==> config.mk <==
export PLATFORM = sky130hd
export DESIGN_NAME = scudsp_dma_ctrl_flat
export DESIGN_NICKNAME = d
export VERILOG_FILES = /design/src/rtl/scudsp_dma_ctrl_pkg.sv /design/src/rtl/scudsp_dma_ctrl_if.sv /design/src/rtl/scudsp_dma_ctrl.sv /design/src/flat_wrapper.sv
export SDC_FILE = /design/constraint.sdc
export NUM_CORES = 1
export LEC_CHECK = 0
export CAP_MARGIN = 20
export CORE_ASPECT_RATIO = 0.5
export CORE_MARGIN = 3
export CORE_UTILIZATION = 42
export DETAILED_ROUTE_END_ITERATION = 7
export PLACE_DENSITY = 0.79
export SLEW_MARGIN = 20
export SYNTH_ARGS = -nofsm -noshare
export SYNTH_HDL_FRONTEND = slang
export SYNTH_SLANG_ARGS = --single-unit
==> constraint.sdc <==
create_clock -name CLK -period 3.05 [get_ports CLK]
set_input_delay 0.305 -clock CLK [delete_from_list [all_inputs] [get_ports CLK]]
set_output_delay 0.305 -clock CLK [all_outputs]
set_load 0.01 [all_outputs]
==> src/rtl/scudsp_dma_ctrl_pkg.sv <==
// Shared types and helpers for the SCU DSP DMA sequencer.
// Holds the sequencer state enum, the latched command record and the
// ADDI address-increment lookup.
package scudsp_dma_ctrl_pkg;

    // Sequencer states. IDLE waits for a command, BRD/RWR move one word
    // D0->RAM, RRD/BWR move one word RAM->D0, DONE performs write-back.
    typedef enum logic [2:0] {
        IDLE = 3'd0,
        BRD  = 3'd1,
        RWR  = 3'd2,
        RRD  = 3'd3,
        BWR  = 3'd4,
        DONE = 3'd5
    } dma_state_t;

    // Command fields captured on START so the inputs may change afterwards.
    typedef struct packed {
        logic       dir;   // 0: D0->RAM, 1: RAM->D0
        logic [3:0] ramw;  // one-hot data RAM destination
        logic       prgw;  // program RAM destination (wins over ramw)
        logic [1:0] rams;  // data RAM source bank
        logic [2:0] addi;  // address increment code
        logic       hold;  // suppress RA0/WA0 write-back
    } dma_cmd_t;

    // Widest byte increment produced by the ADDI lookup (64 words = 256 bytes).
    localparam int INC_W = 9;

    // ADDI code to byte increment: 0,1,2,4,8,16,32,64 words, 4 bytes each.
    function automatic logic [INC_W-1:0] dma_addr_add(input logic [2:0] addi);
        logic [INC_W-1:0] inc;
        case (addi)
            3'd0:    inc = 9'd0;
            3'd1:    inc = 9'd4;
            3'd2:    inc = 9'd8;
            3'd3:    inc = 9'd16;
            3'd4:    inc = 9'd32;
            3'd5:    inc = 9'd64;
            3'd6:    inc = 9'd128;
            default: inc = 9'd256;
        endcase
        return inc;
    endfunction

    // Two-bit bank number to one-hot strobe vector.
    function automatic logic [3:0] bank_onehot(input logic [1:0] bank);
        logic [3:0] oh;
        oh = 4'b0000;
        oh[bank] = 1'b1;
        return oh;
    endfunction

endpackage

==> src/rtl/scudsp_dma_ctrl_if.sv <==
// External D0 bus seen by the SCU DSP DMA sequencer.
//
// Handshake: the master raises BUS_REQ and holds BUS_REQ, BUS_WE, BUS_ADDR
// and BUS_DO stable until it samples BUS_ACK=1 on a rising clock edge; that
// edge completes the cycle. For reads BUS_DI is valid in the ACK cycle. The
// slave pulses BUS_ACK for exactly one cycle per request, and the master
// always drops BUS_REQ for at least one cycle between bus cycles.
interface scudsp_dma_ctrl_if #(
    parameter int ADDR_W = 25
);
    logic              BUS_REQ;
    logic              BUS_WE;
    logic [ADDR_W+1:0] BUS_ADDR;
    logic [31:0]       BUS_DO;
    logic [31:0]       BUS_DI;
    logic              BUS_ACK;

    modport master (
        output BUS_REQ,
        output BUS_WE,
        output BUS_ADDR,
        output BUS_DO,
        input  BUS_DI,
        input  BUS_ACK
    );

    modport slave (
        input  BUS_REQ,
        input  BUS_WE,
        input  BUS_ADDR,
        input  BUS_DO,
        output BUS_DI,
        output BUS_ACK
    );
endinterface

==> src/rtl/scudsp_dma_ctrl.sv <==
// SCU DSP DMA sequencer.
// Runs a decoded DMA command: moves COUNT words between the D0 bus and the
// DSP data RAM banks or program RAM, pulses CTx increments, writes RA0/WA0
// back and holds the T0 busy flag. STATE_DBG exposes the sequencer state.
// Optional build macro SCUDSP_DMA_TIMEOUT_EN adds a bus watchdog and the
// sticky TMO_ERR output.
module scudsp_dma_ctrl
    import scudsp_dma_ctrl_pkg::*;
#(
    parameter int ADDR_W = 25,
    parameter int CNT_W  = 8
) (
    input  logic              CLK,
    input  logic              RST,
    input  logic              START,
    input  logic              DIR,
    input  logic [3:0]        RAMW,
    input  logic              PRGW,
    input  logic [1:0]        RAMS,
    input  logic [2:0]        ADDI,
    input  logic              HOLD,
    input  logic [CNT_W-1:0]  COUNT,
    input  logic [ADDR_W-1:0] RA0,
    input  logic [ADDR_W-1:0] WA0,
    scudsp_dma_ctrl_if.master bus,
    output logic [1:0]        RAM_SEL,
    output logic              RAM_RD,
    input  logic [31:0]       RAM_DI,
    output logic [3:0]        RAM_WE,
    output logic [31:0]       RAM_DO,
    output logic [3:0]        CT_INC,
    output logic              PRG_WE,
    output logic [7:0]        PRG_ADDR,
    output logic [ADDR_W-1:0] RA0_OUT,
    output logic              RA0_WE,
    output logic [ADDR_W-1:0] WA0_OUT,
    output logic              WA0_WE,
    output logic              BUSY,
`ifdef SCUDSP_DMA_TIMEOUT_EN
    output logic              TMO_ERR,
`endif
    output dma_state_t        STATE_DBG
);

    localparam int BA_W = ADDR_W + 2;

    dma_state_t       state;
    dma_state_t       state_nxt;
    dma_cmd_t         cmd;
    logic [BA_W-1:0]  addr;
    logic [BA_W-1:0]  addr_next;
    logic [CNT_W-1:0] cnt;
    logic [7:0]       prg_addr;
    logic [31:0]      ram_do_q;
    logic [31:0]      bus_do_q;
    logic             bwr_first;
    logic             last_word;

    // Watchdog abort strobe and the "this transfer was aborted" marker.
    logic             tmo_hit;
    logic             aborted;

    logic             req_c;
    logic             we_c;
    logic [1:0]       ram_sel_c;
    logic             ram_rd_c;
    logic [3:0]       ram_we_c;
    logic [3:0]       ct_inc_c;
    logic             prg_we_c;
    logic             ra0_we_c;
    logic             wa0_we_c;

    assign addr_next = addr + BA_W'(dma_addr_add(cmd.addi));
    assign last_word = (cnt == CNT_W'(1));

    // State register.
    always_ff @(posedge CLK) begin
        if (RST) begin
            state <= IDLE;
        end else begin
            state <= state_nxt;
        end
    end

    // Command latch, address/count datapath and data capture registers.
    always_ff @(posedge CLK) begin
        if (RST) begin
            cmd       <= '0;
            addr      <= '0;
            cnt       <= '0;
            prg_addr  <= '0;
            ram_do_q  <= '0;
            bus_do_q  <= '0;
            bwr_first <= 1'b0;
        end else begin
            bwr_first <= 1'b0;
            case (state)
                IDLE: begin
                    if (START) begin
                        cmd <= '{dir: DIR, ramw: RAMW, prgw: PRGW,
                                 rams: RAMS, addi: ADDI, hold: HOLD};
                        addr     <= DIR ? {WA0, 2'b00} : {RA0, 2'b00};
                        cnt      <= COUNT;
                        prg_addr <= '0;
                    end
                end
                BRD: begin
                    if (bus.BUS_ACK) begin
                        ram_do_q <= bus.BUS_DI;
                    end
                end
                RWR: begin
                    addr <= addr_next;
                    cnt  <= cnt - CNT_W'(1);
                    if (cmd.prgw) begin
                        prg_addr <= prg_addr + 8'd1;
                    end
                end
                RRD: begin
                    // RAM_DI becomes valid in the first BWR cycle.
                    bwr_first <= 1'b1;
                end
                BWR: begin
                    if (bwr_first) begin
                        bus_do_q <= RAM_DI;
                    end
                    if (bus.BUS_ACK) begin
                        addr <= addr_next;
                        cnt  <= cnt - CNT_W'(1);
                    end
                end
                default: begin
                end
            endcase
        end
    end

`ifdef SCUDSP_DMA_TIMEOUT_EN
    logic [7:0] wd_cnt;
    logic       tmo_err_q;

    assign tmo_hit = ((state == BRD) || (state == BWR)) && !bus.BUS_ACK
                     && (wd_cnt == 8'hFF);

    // Watchdog: counts unacknowledged bus cycles, aborts at 255, latches TMO_ERR.
    always_ff @(posedge CLK) begin
        if (RST) begin
            wd_cnt    <= '0;
            tmo_err_q <= 1'b0;
            aborted   <= 1'b0;
        end else begin
            if (((state == BRD) || (state == BWR)) && !bus.BUS_ACK) begin
                wd_cnt <= wd_cnt + 8'd1;
            end else begin
                wd_cnt <= '0;
            end
            if (tmo_hit) begin
                tmo_err_q <= 1'b1;
                aborted   <= 1'b1;
            end else if (state == IDLE) begin
                aborted <= 1'b0;
            end
        end
    end

    assign TMO_ERR = tmo_err_q;
`else
    assign tmo_hit = 1'b0;
    assign aborted = 1'b0;
`endif

    // Next-state and strobe decode.
    always_comb begin
        state_nxt = state;
        req_c     = 1'b0;
        we_c      = 1'b0;
        ram_sel_c = 2'b00;
        ram_rd_c  = 1'b0;
        ram_we_c  = 4'b0000;
        ct_inc_c  = 4'b0000;
        prg_we_c  = 1'b0;
        ra0_we_c  = 1'b0;
        wa0_we_c  = 1'b0;
        case (state)
            IDLE: begin
                if (START) begin
                    state_nxt = DIR ? RRD : BRD;
                end
            end
            BRD: begin
                req_c = 1'b1;
                if (tmo_hit) begin
                    state_nxt = DONE;
                end else if (bus.BUS_ACK) begin
                    state_nxt = RWR;
                end
            end
            RWR: begin
                if (cmd.prgw) begin
                    prg_we_c = 1'b1;
                end else begin
                    ram_we_c = cmd.ramw;
                    ct_inc_c = cmd.ramw;
                end
                state_nxt = last_word ? DONE : BRD;
            end
            RRD: begin
                ram_rd_c  = 1'b1;
                ram_sel_c = cmd.rams;
                ct_inc_c  = bank_onehot(cmd.rams);
                state_nxt = BWR;
            end
            BWR: begin
                req_c = 1'b1;
                we_c  = 1'b1;
                if (tmo_hit) begin
                    state_nxt = DONE;
                end else if (bus.BUS_ACK) begin
                    state_nxt = last_word ? DONE : RRD;
                end
            end
            DONE: begin
                if (!cmd.hold && !aborted) begin
                    if (cmd.dir) begin
                        wa0_we_c = 1'b1;
                    end else begin
                        ra0_we_c = 1'b1;
                    end
                end
                state_nxt = IDLE;
            end
            default: begin
                state_nxt = IDLE;
            end
        endcase
    end

    assign bus.BUS_REQ  = req_c;
    assign bus.BUS_WE   = we_c;
    assign bus.BUS_ADDR = addr;
    // In the first BWR cycle the RAM output is forwarded directly, later
    // cycles replay the captured copy so BUS_DO stays stable until ACK.
    assign bus.BUS_DO   = bwr_first ? RAM_DI : bus_do_q;

    assign RAM_SEL   = ram_sel_c;
    assign RAM_RD    = ram_rd_c;
    assign RAM_WE    = ram_we_c;
    assign RAM_DO    = ram_do_q;
    assign CT_INC    = ct_inc_c;
    assign PRG_WE    = prg_we_c;
    assign PRG_ADDR  = prg_addr;
    assign RA0_OUT   = addr[BA_W-1:2];
    assign RA0_WE    = ra0_we_c;
    assign WA0_OUT   = addr[BA_W-1:2];
    assign WA0_WE    = wa0_we_c;
    assign BUSY      = (state != IDLE);
    assign STATE_DBG = state;

endmodule

==> src/flat_wrapper.sv <==
// flat-port wrapper written by rule: the top's interface ports become plain ports
module scudsp_dma_ctrl_flat import scudsp_dma_ctrl_pkg::*;
#(
    parameter int ADDR_W = 25,
    parameter int CNT_W  = 8
)
  (CLK, RST, START, DIR, RAMW, PRGW, RAMS, ADDI, HOLD, COUNT, RA0, WA0, RAM_SEL, RAM_RD, RAM_DI, RAM_WE, RAM_DO, CT_INC, PRG_WE, PRG_ADDR, RA0_OUT, RA0_WE, WA0_OUT, WA0_WE, BUSY, STATE_DBG, bus_BUS_REQ, bus_BUS_WE, bus_BUS_ADDR, bus_BUS_DO, bus_BUS_DI, bus_BUS_ACK);
  scudsp_dma_ctrl_if #(.ADDR_W(ADDR_W)) bus_i ();
  input  logic CLK;
  input  logic RST;
  input  logic START;
  input  logic DIR;
  input  logic [3:0] RAMW;
  input  logic PRGW;
  input  logic [1:0] RAMS;
  input  logic [2:0] ADDI;
  input  logic HOLD;
  input  logic [CNT_W-1:0] COUNT;
  input  logic [ADDR_W-1:0] RA0;
  input  logic [ADDR_W-1:0] WA0;
  output logic [1:0] RAM_SEL;
  output logic RAM_RD;
  input  logic [31:0] RAM_DI;
  output logic [3:0] RAM_WE;
  output logic [31:0] RAM_DO;
  output logic [3:0] CT_INC;
  output logic PRG_WE;
  output logic [7:0] PRG_ADDR;
  output logic [ADDR_W-1:0] RA0_OUT;
  output logic RA0_WE;
  output logic [ADDR_W-1:0] WA0_OUT;
  output logic WA0_WE;
  output logic BUSY;
  output dma_state_t STATE_DBG;
  output wire logic [$bits(bus_i.BUS_REQ)-1:0] bus_BUS_REQ;
  output wire logic [$bits(bus_i.BUS_WE)-1:0] bus_BUS_WE;
  output wire logic [$bits(bus_i.BUS_ADDR)-1:0] bus_BUS_ADDR;
  output wire logic [$bits(bus_i.BUS_DO)-1:0] bus_BUS_DO;
  input wire logic [$bits(bus_i.BUS_DI)-1:0] bus_BUS_DI;
  input wire logic [$bits(bus_i.BUS_ACK)-1:0] bus_BUS_ACK;
  assign bus_BUS_REQ = bus_i.BUS_REQ;
  assign bus_BUS_WE = bus_i.BUS_WE;
  assign bus_BUS_ADDR = bus_i.BUS_ADDR;
  assign bus_BUS_DO = bus_i.BUS_DO;
  assign bus_i.BUS_DI = bus_BUS_DI;
  assign bus_i.BUS_ACK = bus_BUS_ACK;
  scudsp_dma_ctrl #(.ADDR_W(ADDR_W), .CNT_W(CNT_W)) u_core (.CLK(CLK), .RST(RST), .START(START), .DIR(DIR), .RAMW(RAMW), .PRGW(PRGW), .RAMS(RAMS), .ADDI(ADDI), .HOLD(HOLD), .COUNT(COUNT), .RA0(RA0), .WA0(WA0), .bus(bus_i), .RAM_SEL(RAM_SEL), .RAM_RD(RAM_RD), .RAM_DI(RAM_DI), .RAM_WE(RAM_WE), .RAM_DO(RAM_DO), .CT_INC(CT_INC), .PRG_WE(PRG_WE), .PRG_ADDR(PRG_ADDR), .RA0_OUT(RA0_OUT), .RA0_WE(RA0_WE), .WA0_OUT(WA0_OUT), .WA0_WE(WA0_WE), .BUSY(BUSY), .STATE_DBG(STATE_DBG));
endmodule
Yosys cells after proc, flatten, opt, wreduce, memory -nomap -nowiden
Index checks and enable logic that the tools add are counted.
{"block": "totals", "inputBits": 138, "wordCells": 82, "out_inout_bits": 169, "register_bits": 123}
{"block": "classes", "n_lt_le_gt_ge": 2, "n_mux": 36, "addsub": 3, "n_reduce_logical": 12, "eq_ne": 16}
{"op": "$mux W27", "n": 3}
{"op": "$pmux W27 S3", "n": 1}
{"op": "$pmux W9 S7", "n": 1}
{"op": "$mux W32", "n": 1}
{"op": "$mux W8", "n": 4}
{"op": "$add A27 B9 Y27", "n": 1}
{"op": "$pmux W8 S3", "n": 1}
{"op": "$pmux W8 S2", "n": 1}
{"op": "$eq A3 B3 Y1 const B", "n": 5}
{"op": "$mux W3", "n": 5}
{"op": "$pmux W3 S5", "n": 1}
{"op": "$eq A3 B2 Y1 const B", "n": 4}
{"op": "$mux W1", "n": 12}
{"op": "$reduce_and A3 Y1", "n": 3}
{"op": "$add A8 B1 Y8 const B", "n": 1}
{"op": "$eq A8 B1 Y1 const B", "n": 1}
{"op": "$mux W4", "n": 2}
{"op": "$pmux W4 S2", "n": 1}
{"op": "$sub A8 B1 Y8 const B", "n": 1}
{"op": "$eq A3 B1 Y1 const B", "n": 2}
{"op": "$logic_not A3 Y1", "n": 2}
{"op": "$ne A2 B2 Y1 const B", "n": 3}
{"op": "$reduce_bool A3 Y1", "n": 2}
{"op": "$mux W2", "n": 2}
{"op": "8 further kinds", "n": 9}

Longest topological paths before layout
{"block": "logic_depth", "depth_word": 5, "depth_mapped": 9, "depth_no_buf": 8}

Worst setup path before layout
Ideal clock, no wire load.
{"block": "synth_timing", "path_type": "flip-flop to flip-flop", "startpoint": "register u_core.cmd[1] (netlist name)", "endpoint": "register u_core.addr[20] (netlist: u_core.bus.BUS_ADDR[20])", "n_path_buf": 0, "path_slack_ns": 0.794, "t_required_ns": 2.975, "t_arrival_ns": 2.181, "period_less_slack_ns": 2.256, "setup_time_ns": 0.075, "path_stages_with_launch": 9, "path_cell_list": "dfxtp_1 nor3b_1 ha_1 fa_1 a211oi_1 o211ai_4 nand3_4 mux2_2 o22ai_1"}
{"block": "synth_between", "elab_chain_cells": 5, "word_cells_on_any_way": 11, "cone_classes": "add/sub (1); eq/ne (6); mux (3); reduce/logical (1)"}
{"item": "start: declaration", "line": "scudsp_dma_ctrl.sv:49", "text": "dma_cmd_t cmd;"}
{"item": "start signal: assignment", "line": "scudsp_dma_ctrl.sv:100", "text": "cmd <= '{dir: DIR, ramw: RAMW, prgw: PRGW,"}
{"item": "$eq A3 B3 Y1 (tied with other cells)", "line": "scudsp_dma_ctrl_pkg.sv:33", "text": "case (addi)"}
{"item": "$pmux W9 S7 *", "line": "scudsp_dma_ctrl_pkg.sv:33"}
{"item": "$add A27 B9 Y27 *", "line": "scudsp_dma_ctrl.sv:73", "text": "assign addr_next = addr + BA_W'(dma_addr_add(cmd.addi));"}
{"item": "$mux W27", "line": "scudsp_dma_ctrl.sv:127", "text": "if (bus.BUS_ACK) begin"}
{"item": "$pmux W27 S3 *", "line": "scudsp_dma_ctrl.sv:97", "text": "case (state)"}
{"item": "end signal: assignment", "line": "scudsp_dma_ctrl.sv:102", "text": "addr <= DIR ? {WA0, 2'b00} : {RA0, 2'b00};"}
{"item": "end signal: assignment", "line": "scudsp_dma_ctrl.sv:113", "text": "addr <= addr_next;"}
{"item": "end signal: assignment", "line": "scudsp_dma_ctrl.sv:128", "text": "addr <= addr_next;"}
{"item": "end: declaration", "line": "scudsp_dma_ctrl.sv:50", "text": "logic [BA_W-1:0] addr;"}
Every way passes the cells marked *; elsewhere a longest branch is shown, timed or not. The select of a mux whose other input is x is not followed.
A chain may end at the register's enable or synchronous reset.

Worst setup path after layout
{"block": "layout_timing", "startpoint": "register u_core.state[2] (netlist: u_core.STATE_DBG[2])", "endpoint": "output CT_INC[3]"}
{"block": "layout_between", "elab_chain_cells": 2, "word_cells_on_any_way": 3, "cone_classes": "eq/ne (2); mux (1)"}
{"item": "start: declaration", "line": "scudsp_dma_ctrl.sv:47", "text": "dma_state_t state;"}
{"item": "start signal: assignment", "line": "scudsp_dma_ctrl.sv:81", "text": "state <= state_nxt;"}
{"item": "$eq A3 B2 Y1", "line": "scudsp_dma_ctrl.sv:184", "text": "case (state)"}
{"item": "$pmux W4 S2 *", "line": "scudsp_dma_ctrl.sv:184"}
{"item": "end: declaration", "line": "flat_wrapper.sv:26", "text": "output logic [3:0] CT_INC;"}
Every way passes the cells marked *; elsewhere a longest branch is shown, timed or not.

==> impl_metrics.ini <==
[route]
postRouteAntennaNets = 0
routed_via_density = 5.328
highest_layer = met4
dr.pass1.iters = 6
routed_wl_mm = 21.21
vias = 6862
met1Wirelength_mm = 9.041
wl_met3_mm = 1.292
wl_met2_mm = 10.51
drc = 0
drtIter0Drc = 421
wl_per_cell_um = 16.47

[job]
cap_violations = 0

[sta]
worst_pin_slew_ps = 829.4
setup_violations = 0
finalCriticalPeriod_ps = 2826
period_share_pct = 92.67
rsz0062_at_grt = no
hold_viol = 0
drv_slew = 0
relSlewSlack_pct = 44.70
final.setup.tns_ps = 0
fmax_ghz = 0.3538
layout_setup_ws_ps = 223.6
finClkSkew_ps = 6.381

[placement]
dp_hpwl_mm = 15.43
dpl_cell_area_sq_um = 9532
dp_slack_ps = 521.9
io_buffers = 304
routabilityCongestion = 0.8984

[yosys]
synth_edf_count = 0
synthCells = 843
synth-main-ff-cell = dfxtp_1
ys_seq_elements = 121
synth_top_area_share_pct = 35.85
synthArstFlopShare_pct = 0
avgSynthCellArea_sq_um = 8.016
synth_cell_types = 68
syn_area_sq_um = 6758
synth_seq_area_share_pct = 35.85
synth_top_area_cell = dfxtp_1
synth_warnings = 0
synth_area_leaders = dfxtp_1 (36%), mux2_2 (6.8%), nand2_1 (6.6%), buf_4 (6.0%), a21oi_1 (5.6%)

[grt]
grt_pass1_wl_mm = 32.69
grt_max_degree = 46
antenna_found_initial = 0
grt_pass1_vias = 6455
grt_usage_pct = 22.81
gr-total-overflow = 0

[clocking]
cts_tree = yes
insertion_delay_ps = 410
postCtsSetupBuffers = 0
htreeDepth = 4
cts.sinks = 121
cts_buffer_depth = 2
post_cts_resized = 0
cts_buffers = 17
cts_root_buf = clkbuf_16
clkTransAtPathRegs_ps = 60
postCtsHoldBufs = 0

[setup_path]
critPathBufInv = 1
path_delay_family = simple AND/OR/NAND/NOR gates
startpoint_type = flop
max_stage_delay_ps = 540
cp_max_fo = 17
required_ps = 2740
slowest_stage = clkdlybuf4s50_1
cp.arrival_ps = 2520
worstSetupPathType = flop to output port
endpoint_kind = output port
cp_cell_sequence = nor3_2 > nor2b_1 > and2_1 > a21o_1 > clkdlybuf4s50_1

[finish]
drive_gt1_share_pct = 10.24
final_cell_mix = clkdlybuf4s50_1 (303), dfxtp_1 (120), nand2_1 (119)
layout_commonest_cell = clkdlybuf4s50_1
final_cell_area_sq_um = 10100
multiInputGateArea_sq_um = 3651
fillers = 1296
seqCellArea_sq_um = 2424
area_growth_syn_to_layout_pct = 49.42
num-nets-final = 1220
insertedDiodeCount = 0

[status]
status = finished clean

[floorplanning]
pin_count = 307
core_sq_um = 15570
fp.dieH_um = 95.70
start_util_pct = 43.39
die_x_um = 185.4
die-area_sq_um = 17740
rows = 32

[power]
total_leakage_power_nw = 3.730
ir_drop_mv = 0.3452
p_per_area_nw_per_um2 = 481.0

[worst_hold_path]
hold_path.class = primary input to flop
[area by class of cell]
type	instances	share of cell area, %
flip-flops and latches	121	24.00
clock buffers	18	4.349
repair buffers	320	31.30
multi-input cells	600	36.16
well taps	204	2.528
inverters	11	0.4089
clock inverters	14	1.252
[final timing paths]
check                      startpoint                       to  slack (ps)  depth (start not counted)
hold / removal                    RST      u_core.STATE_DBG[0]         350                          2
setup / recovery  u_core.STATE_DBG[2]                CT_INC[3]         220                          5
hold reg to reg     u_core.RAM_DO[24]        u_core.RAM_DO[24]         450                          2
setup reg to reg        u_core.cmd[2]  u_core.bus.BUS_ADDR[20]         490                          8
[synth_stat cells (4+ instances only)]
cell type / number
buf_2: 27
nand3_1: 19
o211ai_1: 8
nand4_1: 5
a31oi_1: 9
clkbuf_1: 28
nor3_1: 74
mux2i_1: 22
nor3b_1: 5
o22a_1: 4
a21o_1: 6
a22oi_1: 9
buf_4: 54
mux2_2: 41
dfxtp_1: 121
and2_1: 6
or4_1: 5
xor2_1: 8
xnor2_1: 4
nand2_1: 119
nor2_1: 74
inv_1: 10
nand2b_1: 7
a21oi_1: 75
and3_1: 8
ha_1: 10
a211oi_1: 6
o21ai_0: 22
nor4_1: 5
[kinds of logic after synthesis]
kind of cell / Yosys count / share of synthesized area, %
other cells: 1 / 0.05549
simple gates: 349 / 24.40
mux: 63 / 10.09
buf+inv: 123 / 10.44
xor+xnor: 13 / 1.796
compound gates: 162 / 15.22
fa+ha+maj: 11 / 2.148
flops: 121 / 35.85
[registers in the layout, summed over array words and instances (netlist names)]
| signal | flops |
|---|---|
| u_core.RAM_DO | 32 |
| u_core.bus.BUS_ADDR | 25 |
| u_core.PRG_ADDR | 8 |
| u_core.cmd | 12 |
| u_core.cnt | 8 |
| u_core.bwr_first | 1 |
| u_core.bus_do_q | 32 |
| u_core.STATE_DBG | 3 |
[report_power, final]
group	leakage [nW]	switching (mW)	internal, mW
combinational	2.48	0.520	0.616
clock	0.264	0.773	1.14
sequential	0.986	0.127	1.68
total	3.73	1.42	3.44
[worst reg2reg max path, cell delays in order, from the launching register on]
cell and delay [ps]:
dfxtp_1 440, nor3b_1 90, ha_1 230, fa_1 440, a211oi_1 460, o211ai_4 190, nand3_4 150, mux2_2 350
o22ai_1 140
[through the flow]
step                util [%]  hold slack (ps)  std cells  power (mW)
detailed placement     61.20            446.3       1256       2.966
CTS                    64.83            335.1       1288       4.896
floorplan                  -            431.7        844       2.450
finish                 64.83            353.6       1288       4.857
global route           64.83            350.2       1288       5.085
global placement       61.20            440.2       1256       2.941
[per-layer routing]
metal  GRT usage [%]  vias to the layer above
li1                -                     3360
met1           28.98                     3253
met2           39.35                      218
met3           5.134                       31
met4           6.613                        0
met5               0                        -
Power figures use the tool's default switching activity.
